<file path="config.mk">
export PLATFORM = sky130hd
export DESIGN_NAME = demux_router
export DESIGN_NICKNAME = d
export VERILOG_FILES = /design/src/rtl/demux_router.sv
export SDC_FILE = /design/constraint.sdc
export NUM_CORES = 1
export LEC_CHECK = 0
export ABC_AREA = 1
export CAP_MARGIN = 20
export CORE_ASPECT_RATIO = 1.5
export CORE_MARGIN = 1.5
export CORE_UTILIZATION = 45
export DETAILED_ROUTE_END_ITERATION = 10
export GPL_TIMING_DRIVEN = 0
export MAX_ROUTING_LAYER = met4
export PLACE_DENSITY_LB_ADDON = 0.1
export SKIP_CTS_REPAIR_TIMING = 1
export SYNTH_ARGS = -nofsm -noshare
export SYNTH_HDL_FRONTEND = slang
export SYNTH_SLANG_ARGS = --single-unit
</file>
<file path="constraint.sdc">
create_clock -name clk -period 1.71 [get_ports clk]
set_clock_uncertainty 0.15 [all_clocks]
set_input_delay 0.2565 -clock clk [delete_from_list [all_inputs] [get_ports clk]]
set_output_delay 0.2565 -clock clk [all_outputs]
set_load 0.01 [all_outputs]
</file>
<file path="src/rtl/demux_router.sv">
// Registered 1:2 demux: word goes to A (sel=0) or B (sel=1) one-entry buffer, 1-cycle latency.
// in_ready follows the selected buffer only, so a stalled destination never blocks the other.
module demux_router #(
  parameter int WIDTH = 3,
  parameter int CNT_W = 8
) (
  input  logic             clk,
  input  logic             rst,
  input  logic [WIDTH-1:0] in,
  input  logic             sel,
  input  logic             in_valid,
  output logic             in_ready,
  output logic [WIDTH-1:0] out_a,
  output logic             a_valid,
  input  logic             a_ready,
  output logic [WIDTH-1:0] out_b,
  output logic             b_valid,
  input  logic             b_ready,
  output logic [CNT_W-1:0] cnt_a,
  output logic [CNT_W-1:0] cnt_b
);

  logic [WIDTH-1:0] a_dat_q, a_dat_d, b_dat_q, b_dat_d;
  logic             a_vld_q, a_vld_d, b_vld_q, b_vld_d;
  logic [CNT_W-1:0] cnt_a_q, cnt_a_d, cnt_b_q, cnt_b_d;
  logic             acc_a, acc_b, dlv_a, dlv_b;

  assign in_ready = sel ? (!b_vld_q | b_ready) : (!a_vld_q | a_ready);
  assign acc_a    = in_valid & in_ready & ~sel;
  assign acc_b    = in_valid & in_ready & sel;
  assign dlv_a    = a_vld_q & a_ready;
  assign dlv_b    = b_vld_q & b_ready;

  // Accept wins over drain so a buffer can empty and refill on the same edge.
  always_comb begin
    a_dat_d = a_dat_q;
    a_vld_d = a_vld_q;
    b_dat_d = b_dat_q;
    b_vld_d = b_vld_q;
    cnt_a_d = cnt_a_q;
    cnt_b_d = cnt_b_q;
    if (acc_a) begin
      a_dat_d = in;
      a_vld_d = 1'b1;
    end else if (dlv_a) begin
      a_vld_d = 1'b0;
    end
    if (acc_b) begin
      b_dat_d = in;
      b_vld_d = 1'b1;
    end else if (dlv_b) begin
      b_vld_d = 1'b0;
    end
    if (dlv_a) cnt_a_d = cnt_a_q + 1'b1;
    if (dlv_b) cnt_b_d = cnt_b_q + 1'b1;
  end

  always_ff @(posedge clk or posedge rst) begin
    if (rst) begin
      a_dat_q <= '0;
      a_vld_q <= 1'b0;
      b_dat_q <= '0;
      b_vld_q <= 1'b0;
      cnt_a_q <= '0;
      cnt_b_q <= '0;
    end else begin
      a_dat_q <= a_dat_d;
      a_vld_q <= a_vld_d;
      b_dat_q <= b_dat_d;
      b_vld_q <= b_vld_d;
      cnt_a_q <= cnt_a_d;
      cnt_b_q <= cnt_b_d;
    end
  end

  assign out_a   = a_dat_q;
  assign a_valid = a_vld_q;
  assign out_b   = b_dat_q;
  assign b_valid = b_vld_q;
  assign cnt_a   = cnt_a_q;
  assign cnt_b   = cnt_b_q;

endmodule

</file>
# Word level (Yosys, flattened, before mapping)
# Cells that the tools add are included.
# op_classes
addsub	2
multipliers	0
div	0
n_lt_le_gt_ge	0
eq_ne	0
n_shift	0
muxes	5
n_bitwise	8
n_reduce_logical	4
# ops
cell	n
adder 8 x 1 -> 8 bit (second input constant)	2
bitwise AND 1 bit	5
two-way mux 1 bit	5
nonzero test 2 bit	2
logical NOT 1 bit	2
OR 1 bit	2
inverter 1 bit	1
# word_totals
regBits	24
latchBits	0
ram_bits	0
rom_bits	0
in_bits	9
out_inout_bits	25
word_cells	25
memories	0

# Longest topological paths before layout
# depth
word_depth	6
ltp_mapped	7
depth_no_buf	7

# Worst setup path after synthesis
# OpenSTA, ideal clock, no wires.
# synth_timing
path_type	reg2reg
from	reg cnt_b_q[0], in the netlist cnt_b[0]
to	reg cnt_b_q[4], in the netlist cnt_b[4]
setup_time_ps	117
t_arrival_ps	1021
required_ps	1443
path_slack_ps	422
stages_incl_launch_ff	7
n_path_buf	0
period_less_slack_ps	1288
cell_sequence	dfrtp_1 ha_1 inv_1 nor3b_4 nand2_1 nand2_1 nand2_1
# synth_via
elab_chain_cells	1
# synth_rtl
element	line_no	rtl
start: declaration	25	logic [CNT_W-1:0] cnt_a_q, cnt_a_d, cnt_b_q, cnt_b_d;
start signal: assignment	72	cnt_b_q <= cnt_b_d;
adder 8 x 1 -> 8 bit	55	if (dlv_b) cnt_b_d = cnt_b_q + 1'b1;
# No other way between the ends.
# A chain may end at the register's enable or synchronous reset.

# Worst setup path in the final report
# layout_timing
from	reg cnt_b_q[6], in the netlist cnt_b[6]
to	out cnt_b[6]
# layout_lines
element	line_no	rtl
end: declaration	20	output logic [CNT_W-1:0] cnt_b
# No word-level cell between the ends.

==> key figures <==
Worst setup path
  • Buf/Inv on CP: 1
  • Reg2reg end: cnt_a[6]
  • R2r setup slk: 310 ps
  • Required @ worst endpoint: around 1300 ps
  • Worst reg2reg path depth: 8
  • Data arrival, critical path: 1260 ps
  • CP max-delay cell: clkdlybuf4s50_1
  • Startpoint types: register
  • Worst r2r src: cnt_a[1]
  • Worst setup EP type: output port
  • Crit-path cells: clkdlybuf4s50_1
  • Kind of critical path: reg2out
  • CP Max Fanout: 4
  • Delay-heaviest family, CP: buffers and inverters
  • Crit path largest cell delay: about 550 ps

STA
  • Pins Over Slew Limit: 0
  • Rel. slew slack: 39.3%
  • Hold WS: 282 ps
  • Period utilization: between 90% and 100%
  • Worst-margin pin slew: just over 900 ps
  • Endpoints failing setup: 0
  • Unrepaired setup endpoints after global routing: yes
  • Hold Violations, Final: 0
  • Min cycle time layout: roughly 1700 ps
  • Highest clock rate: ~600 MHz

Floorplan
  • Num ports: 34
  • Full die area: 2810 µm²
  • Initial Util: between 40% and 50%
  • Row cnt: 22
  • Core region area: around 2400 µm²
  • Die Width: 43.8 µm
  • Die Y: roughly 64 µm

Pwr
  • Leakage: roughly 0.00089 µW
  • Max VDD drop: a little under 0.7 mV
  • PD cells: between 1000 and 1500 nW/µm²
  • Total Power: 1900 µW

Clock tree
  • H-tree depth: 1
  • Clock root cell: clkbuf_4
  • Clock Tree Buf Depth: 2
  • TritonCTS clock tree: built
  • CTS Buf Count: 3
  • Worst-path clk slew: between 100 and 150 ps
  • Sinks on Clock Net: 24
  • Clk_lat worst skew: ~300 ps

Logic synthesis
  • Syn_area_per_cell: approximately 8.7 µm²
  • Post-Syn Area: between 1000 and 1500 µm²
  • Synth warn: 0
  • Synth cell types: 17
  • Syn nets: 140
  • Gate Count Post-Synth: between 100 and 150
  • Synthesized flop and latch total: 24
  • Register area share after synthesis: a little over half

Detailed routing
  • Iter 0 DRT Violations: 13
  • Post-DRT Antenna Nets: 0
  • # DRC: 0
  • Post-Route WL: 2240 µm
  • Avg WL per Cell: around 11 µm
  • Vias per cell: ~4.7
  • DR pass1 iterations: 3
  • Vias: 968

Layout
  • Commonest non-fill, non-tap cell in the layout: nand2_1
  • Fillcell total: about 230
  • Share of layout cells above drive strength 1: between 10% and 20%
  • FF/Latch Area: between 600 and 700 µm²
  • ANT cells: 0
  • Most frequent cells in the layout: nand2_1, clkdlybuf4s50_1, inv_1
  • Area delta synth->final: 46.1%
  • Area of the multi-input gates: approximately 430 µm²
  • Final #Nets: approximately 190

Place
  • HPWL after detailed placement: 1610 µm
  • RD Place Congestion: between 0.7 and 0.8
  • # port buffers: 33

Global routing
  • Largest net degree at the start of global routing: 25
  • First-pass GRT wire length: around 3500 µm
  • Vias in the first global route: between 800 and 900
  • Global route overflow: 0
  • Initial antenna violation count: 0
  • Gr usage total: approximately 17%

Flow run
  • MaxCap Viol Count: 0

Status
  • Status: completed

Min path
  • Min-delay worst type: in2async
[through the flow]
step	util, %	std cells	TNS (ps)	instance area, µm²	setup slack [ps]
after CTS	63.4	190	-456	1520	-354
after floorplan	-	129	0	1120	422
final	68.4	205	0	1640	48.3
after global routing	68.4	205	-15.9	1640	-15.9
after detailed placement	61.9	186	-337	1480	-337
after global placement	61.9	186	-354	1480	-354
[power by group]
part,switching [µW],total [µW],leakage [µW],internal [µW]
combinational,327,794,0.000584,467
clock,161,291,0.0000210,130
sequential,111,811,0.000283,701
[cells in the mapped netlist]
library cell | n | area share, %
nand2_1 | 40 | 13
dfrtp_1 | 24 | 54
inv_1 | 23 | 7.7
nor2_1 | 8 | 2.7
o21ai_0 | 6 | 2.7
nand3_1 | 5 | 2.2
xor2_1 | 5 | 3.9
nand3b_1 | 3 | 2.0
nand4_1 | 3 | 1.7
nor2_2 | 3 | 1.7
ha_1 | 2 | 2.2
xnor2_1 | 2 | 1.6
a31oi_1 | 1 | 0.56
mux2_2 | 1 | 1.0
nand2_2 | 1 | 0.56
nand3_2 | 1 | 0.89
nor3b_4 | 1 | 1.7
[layer usage]
layer / global-route usage, % / vias up / part of all wire [%]
li1: - / 497 / -
met2: 26.7 / 19 / 51
met5: - / - / 0
met4: 7.95 / 0 / 1.0
met3: 1.69 / 2 / 3.6
met1: 20.8 / 450 / 44
[final cells by class]
type | count | share of cell area [%]
sequential | 24 | 36.8
timing repair buffer | 48 | 27.3
multi-input combinational | 82 | 26.5
inverter | 23 | 5.27
clock buffer | 4 | 2.22
tap | 24 | 1.83
[worst register-to-register path, stage by stage, from the launching register on]
cell	delay (ps)
dfrtp_1	400
buf_4	120
ha_1	160
inv_1	50
nor2_1	190
nand4_1	120
nand2_1	80
nand2_1	50
inv_1	50
[flip-flops by register name, summed over array words and instances (netlist names)]
signal	count
cnt_a	8
out_a	3
b_valid	1
out_b	3
a_valid	1
cnt_b	8
[cell families after synthesis]
family | count (synthesis) | synth area share (%)
xor+xnor | 7 | 5.47
buf+inv | 23 | 7.70
flops | 24 | 53.6
compound gates | 7 | 3.24
mux | 1 | 1.00
simple gates | 65 | 26.8
fa+ha+maj | 2 | 2.23
[how the worst max path moves through the flow]
stage	start	endpoint	slack [ps]	cells past startpoint
6_report	cnt_b[6]	cnt_b[6]	50	1
4_1_cts	a_ready	in_ready	-350	6
3_5_place_dp	a_ready	in_ready	-340	6
5_1_grt	a_ready	in_ready	-20	6
3_3_place_gp	a_ready	in_ready	-350	6
2_1_floorplan	cnt_b[0]	cnt_b[4]	420	6
Note: power is estimated with default switching activity, not from simulation.
